[src/rtl/random_seq_gen_pkg.sv]
// Shared constants for the Simon sequence store: LFSR taps, seed fallback,
// table depth, "not ready" code and active-low 7-segment digit patterns.
package simon_pkg;

  localparam logic [15:0] LFSR_POLY      = 16'hB400;
  localparam logic [15:0] LFSR_ZERO_SEED = 16'hACE1;
  localparam int          SEQ_DEPTH      = 64;
  localparam logic [2:0]  CODE_NONE      = 3'd4;

  // Segment patterns {g,f,e,d,c,b,a}, a lit segment is 0.
  localparam logic [6:0] SEG_BLANK = 7'h7F;
  localparam logic [6:0] SEG_0     = 7'h40;
  localparam logic [6:0] SEG_1     = 7'h79;
  localparam logic [6:0] SEG_2     = 7'h24;
  localparam logic [6:0] SEG_3     = 7'h30;
  localparam logic [6:0] SEG_4     = 7'h19;
  localparam logic [6:0] SEG_5     = 7'h12;
  localparam logic [6:0] SEG_6     = 7'h02;
  localparam logic [6:0] SEG_7     = 7'h78;
  localparam logic [6:0] SEG_8     = 7'h00;
  localparam logic [6:0] SEG_9     = 7'h10;

  localparam logic [0:0] ST_FILL = 1'b0;
  localparam logic [0:0] ST_RUN  = 1'b1;

  function automatic logic [15:0] lfsr_next(input logic [15:0] s);
    return s[0] ? ((s >> 1) ^ LFSR_POLY) : (s >> 1);
  endfunction

endpackage

[src/rtl/random_seq_gen_if.sv]
// Controller-facing bundle of the sequence store: seed/reseed and two read
// indices in, two codes, ready flag and two segment displays out.
interface random_seq_gen_if #(
  parameter int SEED_W = 16
);
  logic [SEED_W-1:0] seed;
  logic              reseed;
  logic [5:0]        idx_a;
  logic [5:0]        idx_b;
  logic [2:0]        code_a;
  logic [2:0]        code_b;
  logic              ready;
  logic [6:0]        seg_a;
  logic [6:0]        seg_b;

  modport master (
    output seed, reseed, idx_a, idx_b,
    input  code_a, code_b, ready, seg_a, seg_b
  );

  modport slave (
    input  seed, reseed, idx_a, idx_b,
    output code_a, code_b, ready, seg_a, seg_b
  );
endinterface

[src/rtl/random_seq_gen_digital_timer.sv]
// Combinational units-digit decode of a 6-bit index onto an active-low
// 7-segment pattern; zero latency, no flow control.
module digital_timer
  import simon_pkg::*;
(
  input  logic [5:0] value,
  output logic [6:0] seg
);

  logic [3:0] digit;

  always_comb begin
    digit = 4'(value % 6'd10);
    case (digit)
      4'd0:    seg = SEG_0;
      4'd1:    seg = SEG_1;
      4'd2:    seg = SEG_2;
      4'd3:    seg = SEG_3;
      4'd4:    seg = SEG_4;
      4'd5:    seg = SEG_5;
      4'd6:    seg = SEG_6;
      4'd7:    seg = SEG_7;
      4'd8:    seg = SEG_8;
      4'd9:    seg = SEG_9;
      default: seg = SEG_BLANK;
    endcase
  end

endmodule

[src/rtl/random_seq_gen.sv]
// Simon sequence store: 64x2-bit table filled from a Galois LFSR in 64 cycles,
// two registered read ports (1-cycle latency) and registered index displays.
module random_seq_gen
  import simon_pkg::*;
#(
  parameter int SEED_W = 16
) (
  input  logic                clk,
  input  logic                rst_n,
  random_seq_gen_if.slave     bus
);

  logic [0:0]  state_q, state_d;
  logic [5:0]  i_q, i_d;
  logic [15:0] lfsr_q, lfsr_d;
  logic        load_q, load_d;
  logic [1:0]  tbl_q [SEQ_DEPTH];
  logic [1:0]  tbl_d [SEQ_DEPTH];
  logic [2:0]  code_a_q, code_a_d, code_b_q, code_b_d;
  logic [6:0]  seg_a_q, seg_a_d, seg_b_q, seg_b_d;

  logic [15:0] seed_ext;
  logic [15:0] start_val;
  logic [15:0] s_cur;

  assign seed_ext  = 16'(bus.seed);
  assign start_val = (seed_ext == 16'h0000) ? LFSR_ZERO_SEED : seed_ext;
  // The seed is taken on the first fill cycle, so reset never loads from a port.
  assign s_cur     = load_q ? start_val : lfsr_q;

  always_comb begin
    state_d = state_q;
    i_d     = i_q;
    lfsr_d  = lfsr_q;
    load_d  = 1'b0;
    tbl_d   = tbl_q;
    if (bus.reseed) begin
      state_d = ST_FILL;
      i_d     = 6'd0;
      load_d  = 1'b1;
    end else if (state_q == ST_FILL) begin
      tbl_d[i_q] = s_cur[1:0];
      lfsr_d     = lfsr_next(s_cur);
      i_d        = i_q + 6'd1;
      if (i_q == 6'd63) begin
        state_d = ST_RUN;
      end
    end
  end

  always_comb begin
    code_a_d = (state_q == ST_RUN) ? {1'b0, tbl_q[bus.idx_a]} : CODE_NONE;
    code_b_d = (state_q == ST_RUN) ? {1'b0, tbl_q[bus.idx_b]} : CODE_NONE;
  end

  digital_timer u_disp_a (.value(bus.idx_a), .seg(seg_a_d));
  digital_timer u_disp_b (.value(bus.idx_b), .seg(seg_b_d));

  always_ff @(posedge clk or negedge rst_n) begin
    if (!rst_n) begin
      state_q  <= ST_FILL;
      i_q      <= 6'd0;
      lfsr_q   <= LFSR_ZERO_SEED;
      load_q   <= 1'b1;
      code_a_q <= CODE_NONE;
      code_b_q <= CODE_NONE;
      seg_a_q  <= SEG_BLANK;
      seg_b_q  <= SEG_BLANK;
    end else begin
      state_q  <= state_d;
      i_q      <= i_d;
      lfsr_q   <= lfsr_d;
      load_q   <= load_d;
      code_a_q <= code_a_d;
      code_b_q <= code_b_d;
      seg_a_q  <= seg_a_d;
      seg_b_q  <= seg_b_d;
    end
  end

  // Table contents are meaningless until a fill completes, so no reset.
  always_ff @(posedge clk) begin
    tbl_q <= tbl_d;
  end

  assign bus.ready  = (state_q == ST_RUN);
  assign bus.code_a = code_a_q;
  assign bus.code_b = code_b_q;
  assign bus.seg_a  = seg_a_q;
  assign bus.seg_b  = seg_b_q;

endmodule

[src/flat_wrapper.sv]
// flat-port wrapper written by rule: the top's interface ports become plain ports
module random_seq_gen_flat import simon_pkg::*;
#(
  parameter int SEED_W = 16
)
  (clk, rst_n, bus_seed, bus_reseed, bus_idx_a, bus_idx_b, bus_code_a, bus_code_b, bus_ready, bus_seg_a, bus_seg_b);
  random_seq_gen_if #(.SEED_W(SEED_W)) bus_i ();
  input  logic clk;
  input  logic rst_n;
  input wire logic [$bits(bus_i.seed)-1:0] bus_seed;
  input wire logic [$bits(bus_i.reseed)-1:0] bus_reseed;
  input wire logic [$bits(bus_i.idx_a)-1:0] bus_idx_a;
  input wire logic [$bits(bus_i.idx_b)-1:0] bus_idx_b;
  output wire logic [$bits(bus_i.code_a)-1:0] bus_code_a;
  output wire logic [$bits(bus_i.code_b)-1:0] bus_code_b;
  output wire logic [$bits(bus_i.ready)-1:0] bus_ready;
  output wire logic [$bits(bus_i.seg_a)-1:0] bus_seg_a;
  output wire logic [$bits(bus_i.seg_b)-1:0] bus_seg_b;
  assign bus_i.seed = bus_seed;
  assign bus_i.reseed = bus_reseed;
  assign bus_i.idx_a = bus_idx_a;
  assign bus_i.idx_b = bus_idx_b;
  assign bus_code_a = bus_i.code_a;
  assign bus_code_b = bus_i.code_b;
  assign bus_ready = bus_i.ready;
  assign bus_seg_a = bus_i.seg_a;
  assign bus_seg_b = bus_i.seg_b;
  random_seq_gen #(.SEED_W(SEED_W)) u_core (.clk(clk), .rst_n(rst_n), .bus(bus_i));
endmodule
[config.mk]
export PLATFORM = sky130hd
export DESIGN_NAME = random_seq_gen_flat
export DESIGN_NICKNAME = d
export VERILOG_FILES = /design/src/rtl/random_seq_gen_pkg.sv /design/src/rtl/random_seq_gen_if.sv /design/src/rtl/random_seq_gen_digital_timer.sv /design/src/rtl/random_seq_gen.sv /design/src/flat_wrapper.sv
export SDC_FILE = /design/constraint.sdc
export NUM_CORES = 1
export LEC_CHECK = 0
export BUFFER_PORTS_ARGS = -buffer_cell sky130_fd_sc_hd__buf_2
export CAP_MARGIN = 20
export CORE_MARGIN = 2
export CORE_UTILIZATION = 45
export DETAILED_ROUTE_END_ITERATION = 10
export GPL_TIMING_DRIVEN = 1
export SLEW_MARGIN = 20
export SYNTH_ARGS = -nofsm -noshare
export SYNTH_HDL_FRONTEND = slang
export SYNTH_SLANG_ARGS = --single-unit
[constraint.sdc]
create_clock -name clk -period 8.5 [get_ports clk]
set_input_delay 0.85 -clock clk [delete_from_list [all_inputs] [get_ports clk]]
set_output_delay 0.85 -clock clk [all_outputs]
set_load 0.02 [all_outputs]
==> results of run 1 <==
-- cell usage after synthesis, types with 2 or more instances --
library cell / number / area, sq um
a31oi_1: 5 / 31.3
a2111oi_0: 2 / 17.5
nor2_1: 92 / 345
a21o_1: 4 / 30.0
or2_2: 2 / 12.5
a22oi_1: 2 / 15.0
o22ai_1: 13 / 81.3
nand2b_1: 5 / 31.3
nand3_1: 12 / 60.1
a311oi_1: 3 / 26.3
buf_2: 13 / 65.1
and2_1: 4 / 25.0
mux2_2: 2 / 22.5
or3b_2: 3 / 26.3
a21oi_1: 13 / 65.1
inv_1: 11 / 41.3
mux2i_1: 11 / 110
clkbuf_1: 23 / 86.3
xor2_1: 5 / 43.8
mux4_2: 71 / 1600
nor3_1: 3 / 15.0
o21ai_0: 21 / 105
nand3b_1: 6 / 45.0
o211ai_1: 2 / 15.0
nor4_1: 4 / 25.0
nand4_1: 7 / 43.8
edfxtp_1: 128 / 3840
buf_6: 3 / 33.8
dfstp_2: 24 / 631
a211oi_1: 4 / 30.0
and3_1: 2 / 12.5
buf_1: 2 / 7.51
xnor2_1: 8 / 70.1
mux4_1: 5 / 131
ha_1: 10 / 125
nand2_1: 37 / 139
nor2b_1: 10 / 62.6
buf_4: 3 / 22.5
dfrtp_1: 19 / 475
-- where the power goes --
| group | internal, mW | leakage, nW | switching, mW |
|---|---|---|---|
| sequential | 0.956 | 1.66 | 0.0161 |
| clock | 0.452 | 0.306 | 0.361 |
| combinational | 0.100 | 1.45 | 0.160 |
| total | 1.51 | 3.41 | 0.537 |
-- through the flow --
stage	utilization	std cells	setup slack [ps]	cell area, sq um	hold slack, ps
2_1_floorplan	-	620	4800	8820	442
3_3_place_gp	0.477	895	5190	9220	461
3_5_place_dp	0.477	895	5020	9220	473
4_1_cts	0.510	927	5470	9860	484
5_1_grt	0.510	927	5260	9860	515
6_report	0.510	927	5390	9860	479
-- placed cells by master (no fill, tap or decap), types with 4 or more instances in the layout --
master / n
nor2b_1: 10
dfrtp_1: 19
nand2b_1: 5
nand2_1: 37
a21o_1: 4
mux4_2: 71
nand3_1: 12
o21ai_0: 21
dfstp_2: 24
a21oi_1: 13
inv_8: 5
a211oi_1: 4
mux2i_1: 11
o22ai_1: 13
inv_1: 11
mux4_1: 5
nor2_1: 91
and2_1: 4
xnor2_1: 8
xor2_1: 5
nand4_1: 7
nor4_1: 4
clkbuf_16: 17
nand3b_1: 6
edfxtp_1: 128
ha_1: 10
buf_2: 51
a31oi_1: 5
-- area by class of cell --
cell class	instances	area, sq um	share of cell area
clock inverters	15	208	0.0211
well taps	265	332	0.0336
clock buffers	17	425	0.0432
inverters	13	51.3	0.00521
flip-flops and latches	171	4950	0.502
multi-input cells	392	3610	0.367
repair buffers	54	278	0.0282
-- state kept, by name, indices dropped and copies added, names as in the netlist --
signal / cells
u_core.bus.code_a: 3
u_core.bus.code_b: 2
u_core.bus.ready: 1
u_core.bus.seg_a: 7
u_core.bus.seg_b: 7
u_core.i_q: 6
u_core.lfsr_q: 16
u_core.load_q: 1
u_core.tbl_q: 128
-- how the worst min path moves through the flow --
stage | from | end | slack, ps | cells after the start
final | u_core.lfsr_q[10] | u_core.lfsr_q[10] | 480 | 2
after global routing | u_core.lfsr_q[5] | u_core.lfsr_q[5] | 510 | 2
after CTS | u_core.lfsr_q[10] | u_core.lfsr_q[10] | 480 | 2
after floorplan | u_core.lfsr_q[12] | u_core.lfsr_q[12] | 440 | 2
after detailed placement | u_core.lfsr_q[10] | u_core.lfsr_q[10] | 470 | 2
after global placement | u_core.lfsr_q[1] | u_core.lfsr_q[1] | 460 | 2
-- routing by layer --
metal,track usage,vias up,wire length (um),share of wire
li1,-,2481,-,-
met5,0,-,0,0
met1,0.242,2820,8080,0.41
met4,0.0748,0,483,0.024
met3,0.0487,32,1210,0.061
met2,0.342,169,10100,0.51
-- tightest hold or removal path, cell delays in order (launching register included) --
cell     delay [ps]
dfstp_2         370
nand2_1          40
o21ai_0          60
-- cell families after synthesis --
group / synth area share
buffers and inverters: 0.0302
flip-flops: 0.561
adder cells (fa/ha/maj): 0.0142
XOR/XNOR: 0.0129
AND/OR/NAND/NOR: 0.104
AO/OA/AOI/OAI: 0.0660
multiplexers: 0.211
==> run metrics, run 1 <==
Tmin final around 3100 ps; Leakage Power 3.41 nW; period utilization 0.366; Fillers around 1600; highest clock rate about 320 MHz; Worst R2R Path Depth 4; Cell Area, Synth around 8800 sq um; sequential area share after synthesis 0.561; vias in the first global route 5440; Antenna Nets Post-Route 0; Synth cell types 65; First-pass DRT Iterations 6; largest net degree at the start of global routing 66; final hold violation count 0; highest net fanout along the worst path 36; die area roughly 21000 sq um; Setup crit end kind flop; GRT Util Overall 0.198; worst skew pair latency approximately 430 ps; Port-buffer cells ~50; Rel. slew slack 0.318; FFs w/ async S/R, synth 0.251; Post-synth EDFFs between 100 and 150; Core Rows 51; share of cells above drive strength 1 0.299; number of buffers created by CTS 17; Levels on crit path 9; clock sink total 171; total power between 2 and 2.5 mW; count of pins over their slew limit 0; Top FF cell, synth edfxtp_1; CP startpoint bus_idx_b[1]; DP HPWL about 13000 um; Worst path max stage delay roughly 690 ps; cell family with the largest share of critical-path delay buffers and inverters; H-tree levels 4; Ys Warns 0; WS Path Type input pin to flop; clock tree from TritonCTS done; final wirelength around 20000 um; syn avg cell area around 14 sq um; clk_skew just under 8 ps; ant diodes 0; Starting Density 0.456; Worst Path Buf+Inv 2; DR WL/cell 21.5 um; arrival time at the worst endpoint around 3500 ps; synthesized instance count between 600 and 700; number of gates resized after CTS 0; final setup violation count 0; maximum VDD drop around 0.12 mV; Slew @ Worst Pin roughly 1000 ps; #FFs+latches synth 171; Die Width 144 um; first-pass GRT wire length just over 30000 um; CTS root buf clkbuf_16; RSZ-0062 raised after global routing no; max cap viols 0; CORE AREA 19300 sq um; RR Startpoint u_core.bus.ready; die height about 140 um; Pwr Density 208 nW/um^2; Critical Path End u_core.bus.seg_b[3]; residual DRC count 0; Initial DRC Count roughly 330; Layout area overhead 11.8%; initial antenna violation count 0; I/O pin cnt 52; Setup TNS 0 ps; Post-Syn Nets 661; post-CTS setup buffers 0; result of the run complete, no violations; via count between 5000 and 6000; worst-path cell chain buf_2 > inv_1 > ha_1 > a21oi_1 > nor2_1 > o32ai_2 > nand2_1 > mux2i_1 > a21o_1; layout net count between 600 and 700; R2R Setup Slk 6080 ps; Overflow after GRT 0; routed vias/inst between 5 and 6; CP max stage cell buf_2; Reg clk slew, reported paths 70 ps; Final Wtd Congestion ~0.87; CTS Buffer Depth 2; Worst Setup Start Kind input pin; hold-fix buffers at CTS 0; Hold/Removal Path Class flop to flop; end of the worst register-to-register path u_core.tbl_q[116]; Worst Path Required roughly 8900 ps
No activity file was read; power rests on OpenSTA's default activity.
==> run 2, diff against run 1 <==
- ABC_AREA: unset -> 1
- clock period: 8.5 -> 2.87 ns (I/O delays scaled with it)
==> run metrics, run 2 <==
result of the run complete, no violations; final hold violation count 0; Core Rows 51; Rel. slew slack 0.395; Hold/Removal Path Class input pin to flop; clk_skew about 10 ps; Antenna Nets Post-Route 0; H-tree levels 4; Slew @ Worst Pin around 900 ps; WS Path Type input pin to flop; DP HPWL around 16000 um; Fillers ~1900; final worst slack just over 700 ps; Regs by FF count u_core.tbl_q: 128 flops, u_core.lfsr_q: 16 flops; DP Area around 9700 sq um; Yosys top cell area share 0.423; Worst Path Required slightly below 3000 ps; Starting Density 0.462; post-synth top area cell edfxtp_1; Reg with most FFs u_core.tbl_q; RSZ-0062 raised after global routing no; register area 4950 sq um; routed vias/inst between 5 and 6; via count 7602; final setup violation count 0; Synth cell types 44; initial antenna violation count 0; #FFs+latches synth between 150 and 200; HP Start bus_seed[7]; highest net fanout along the worst path 13; end of the worst register-to-register path u_core.tbl_q[65]; synthesized instance count approximately 1000; most frequent cells in the layout nor2_1 (205), o21ai_0 (144), edfxtp_1 (128); period utilization 0.750; vias in the first global route approximately 7100; arrival time at the worst endpoint roughly 2200 ps; Ys Warns 0; worst skew pair latency roughly 440 ps; CTS Buffer Depth 2; syn avg cell area a little under 9 sq um; Worst Setup Start Kind input pin; First-pass DRT Iterations 5; Setup crit end kind flop; Top FF cell, synth edfxtp_1; footprint of the multi-input gates approximately 3600 sq um; Setup TNS 0 ps; first-pass GRT wire length 38700 um; die area about 21000 sq um; I/O pin cnt 52; Pwr Density 600 nW/um^2; residual DRC count 0; RR Startpoint u_core.bus.ready; Synth area leaders edfxtp_1 (42%), nor2_1 (8.5%), o21ai_0 (8.0%); most frequent cell after synthesis nor2_1; ant diodes 0; commonest non-fill, non-tap cell in the layout nor2_1; clock tree from TritonCTS done; die height 146 um; max cap viols 0; Reg clk slew, reported paths approximately 80 ps; Overflow after GRT 0; hold endpoint u_core.lfsr_q[6]; Inst Count DP 1296; Tmin final between 2000 and 2500 ps; count of pins over their slew limit 0; final wirelength between 20000 and 25000 um; DR WL/cell around 19 um; maximum VDD drop between 0.3 and 0.4 mV; largest net degree at the start of global routing between 60 and 70; Post-Syn Nets 1057; Worst R2R Path Depth 3; layout net count 1093; sequential area share after synthesis 0.545; Port-buffer cells 51; Die Width 146 um; pre-CTS WS around 470 ps; CTS root buf clkbuf_16; Final Instance Area 10300 sq um; Final Wtd Congestion 0.899; most instantiated cells after synthesis nor2_1 (206), o21ai_0 (145), edfxtp_1 (128), nand2_1 (106), a21oi_1 (56); R2R Setup Slk 820 ps; Initial DRC Count slightly above 800; number of flip-flops in the largest register ~130; FFs w/ async S/R, synth 0.251; post-route insts no fill between 1000 and 1500; Cell Area, Synth 9090 sq um; Post-synth EDFFs 128; Layout area overhead 13.2%; highest clock rate 465 MHz; number of buffers created by CTS 17; post-CTS setup buffers 0; worst hold slack about 110 ps; CORE AREA just under 20000 sq um; GRT Util Overall 0.235; Worst Hold Depth 3; clock sink total between 150 and 200; share of cells above drive strength 1 0.173; Leakage Power 3.89 nW
==> run 2: logic make-up (layout without fill, tap and decap cells) <==
| logic type | count (synthesis) | after routing | share of synthesized area |
|---|---|---|---|
| AND/OR/NAND/NOR | 420 | 420 | 0.200 |
| flip-flops | 171 | 171 | 0.545 |
| buffers and inverters | 131 | 180 | 0.0574 |
| adder cells (fa/ha/maj) | 10 | 10 | 0.0138 |
| AO/OA/AOI/OAI | 281 | 281 | 0.180 |
| multiplexers | 1 | 1 | 0.00110 |
| XOR/XNOR | 2 | 2 | 0.00275 |
==> run 2: routing by layer <==
layer	routed length (um)	global-route usage	vias to the layer above	part of all wire
li1	-	-	3616	-
met1	11000	0.325	3612	0.44
met2	11200	0.364	324	0.45
met3	1900	0.0491	50	0.076
met4	723	0.0951	0	0.029
met5	0	0	-	0
==> run 2: how the worst max path moves through the flow <==
| stage | startpoint | end | slack (ps) | cells past startpoint |
|---|---|---|---|---|
| 4_1_cts | bus_reseed | u_core.tbl_q[65] | 700 | 5 |
| 5_1_grt | bus_reseed | u_core.tbl_q[65] | 560 | 5 |
| 3_5_place_dp | bus_idx_a[3] | u_core.bus.seg_a[3] | 470 | 19 |
| 2_1_floorplan | u_core.load_q | u_core.lfsr_q[12] | 730 | 8 |
| 6_report | bus_reseed | u_core.tbl_q[65] | 720 | 5 |
| 3_3_place_gp | bus_idx_a[3] | u_core.bus.seg_a[3] | 520 | 19 |
==> run 2: timing repair <==
item                                   in CTS  in global routing
hold buffers                                1                  1
resized for setup                           0                  0
endpoints found under the hold margin       1                 19
==> run 2: final cells by class <==
type	instances	area share
Timing Repair Buffer	74	0.0496
Clock buffer	18	0.0438
Tap cell	265	0.0322
Sequential cell	171	0.481
Inverter	74	0.0270
Clock inverter	14	0.0133
Multi-Input combinational cell	714	0.353
==> run 2: worst max-delay path, cell delays in order <==
cell and delay (ps):
dlygate4sd3_1 530, buf_2 170, nor2_2 400, inv_1 340, nor4_1 510
==> run 2: where the power goes <==
| part | switching, mW | total, mW | leakage [nW] | internal [mW] |
|---|---|---|---|---|
| Combinational | 0.685 | 0.987 | 1.96 | 0.302 |
| Sequential | 0.0388 | 2.89 | 1.65 | 2.85 |
| Clock | 1.08 | 2.30 | 0.290 | 1.21 |
==> run 2: per-stage QoR <==
step | utilization | power (mW)
floorplan | - | 3.60
global placement | 0.492 | 3.92
detailed placement | 0.492 | 3.93
CTS | 0.523 | 6.20
global route | 0.523 | 6.42
finish | 0.523 | 6.17
==> run 3, diff against run 2 <==
- clock period: 2.87 -> 2.1 ns (I/O delays scaled with it)
==> run metrics, run 3 (synthesis results as in run 2) <==
result of the run complete, no violations; Worst Path Buf+Inv 5; Rel. slew slack 0.485; highest net fanout along the worst path 25; number of gates resized after CTS 0; Core Rows 51; ant diodes 0; Antenna Nets Post-Route 0; DP Area between 9000 and 10000 sq um; layout net count 1127; first-pass GRT wire length between 30000 and 40000 um; First-pass DRT Iterations 6; max cap viols 0; Slew @ Worst Pin a little under 800 ps; busiest grt layer met2; Leakage Power about 4 nW; Worst Path Required about 2300 ps; count of pins over their slew limit 0; Worst Hold Depth 3; vias in the first global route between 7000 and 8000; routed vias/inst 5.69; commonest non-fill, non-tap cell in the layout nor2_1; Layout area overhead 15.8%; GRT met2 Usage 0.378; number of flip-flops in the largest register roughly 130; Port-buffer cells 51; Levels on crit path 7; Worst path max stage delay ~530 ps; final wirelength around 25000 um; Setup TNS 0 ps; worst skew pair latency 430 ps; highest clock rate about 530 MHz; DP HPWL 17200 um; CTS root buf clkbuf_16; Hold/Removal Path Class input pin to flop; via count 7767; clk_skew about 9 ps; arrival time at the worst endpoint around 2000 ps; initial antenna violation count 0; Worst R2R Path Depth 5; die area between 20000 and 25000 sq um; HP Start bus_seed[6]; final hold violation count 0; Reg clk slew, reported paths around 70 ps; clock tree from TritonCTS done; Pwr Density 786 nW/um^2; I/O pin cnt 52; CP max stage cell dlygate4sd3_1; end of the worst register-to-register path u_core.tbl_q[64]; hold-fix buffers at CTS 2; Setup crit end kind flop; worst-path cell chain dlygate4sd3_1 > buf_2 > nor2_2 > buf_4 > inv_1 > nor4_1 > buf_4; H-tree levels 4; cell family with the largest share of critical-path delay buffers and inverters; met3 Track Usage GR 0.0538; RSZ-0062 raised after global routing no; R2R Setup Slk ~240 ps; Final Wtd Congestion roughly 0.92; CP most frequent cell buf_4; residual DRC count 0; GR Util met1 0.326; Worst Setup Start Kind input pin; CTS Buffer Depth 2; RR Startpoint u_core.bus.ready; Final Instance Area between 10000 and 15000 sq um; final setup violation count 0; period utilization 0.905; Initial DRC Count 908; number of buffers created by CTS 17; post-CTS setup buffers 0; clock sink total 171; DR WL/cell ~18 um; Tmin final about 1900 ps; maximum VDD drop around 0.50 mV; WS Path Type input pin to flop; Starting Density 0.462; Overflow after GRT 0; CORE AREA ~20000 sq um; die height about 150 um; GRT Util Overall 0.238; largest net degree at the start of global routing 73; most frequent cells in the layout nor2_1 (205), o21ai_0 (144), edfxtp_1 (128); share of cells above drive strength 1 0.197; Reg with most FFs u_core.tbl_q; Regs by FF count u_core.tbl_q: 128 flops, u_core.lfsr_q: 16 flops; hold endpoint u_core.lfsr_q[5]; Die Width approximately 150 um
run 3: cell count changes in the layout (fill, tap and decap cells not counted), moves of 2 or more:
cell,previous run,this run
buf_4,16,47
clkinvlp_4,1,4
clkinv_1,4,6
buf_12,6,8
clkinv_4,1,4
inv_8,6,0
run 3: cell type report:
type | instances | area, sq um
Clock buffer | 17 | 425
Clock inverter | 15 | 114
Fill cell | 1852 | 9130
Inverter | 74 | 282
Multi-Input combinational cell | 714 | 3630
Sequential cell | 171 | 4950
Tap cell | 265 | 332
Timing Repair Buffer | 108 | 788
run 3: report_power, final:
| part | internal [mW] | leakage (nW) | switching, mW |
|---|---|---|---|
| Clock | 1.53 | 0.256 | 1.37 |
| Combinational | 0.470 | 2.12 | 0.956 |
| Sequential | 3.90 | 1.65 | 0.0483 |
run 3: metrics by stage:
stage	utilization	power, mW	hold slack, ps	instances	setup slack, ps
4_1_cts	0.535	8.31	36.4	1364	206
6_report	0.535	8.27	41.2	1364	200
3_5_place_dp	0.507	5.44	308	1330	16.1
3_3_place_gp	0.507	5.42	308	1330	29.6
5_1_grt	0.535	8.61	72.5	1364	17.1
2_1_floorplan	-	4.92	-85.6	1016	155
run 3: worst reg2reg max path, stage by stage (launching register included):
cell and delay (ps):
dfrtp_1 440, nor2_2 300, buf_4 330, inv_1 100, nor4_1 240, buf_4 180
run 3: worst max path at each step:
stage / from / endpoint
after global routing: bus_reseed / u_core.tbl_q[64]
after global placement: bus_idx_a[3] / u_core.bus.seg_a[3]
after detailed placement: bus_idx_a[3] / u_core.bus.seg_a[3]
after floorplan: u_core.load_q / u_core.lfsr_q[10]
final: bus_reseed / u_core.tbl_q[64]
after CTS: bus_reseed / u_core.tbl_q[64]
run 3: metal layers:
layer	vias up	wire length, um
li1	3691	-
met1	3705	11200
met2	329	11600
met3	42	1860
met4	0	500
met5	-	0
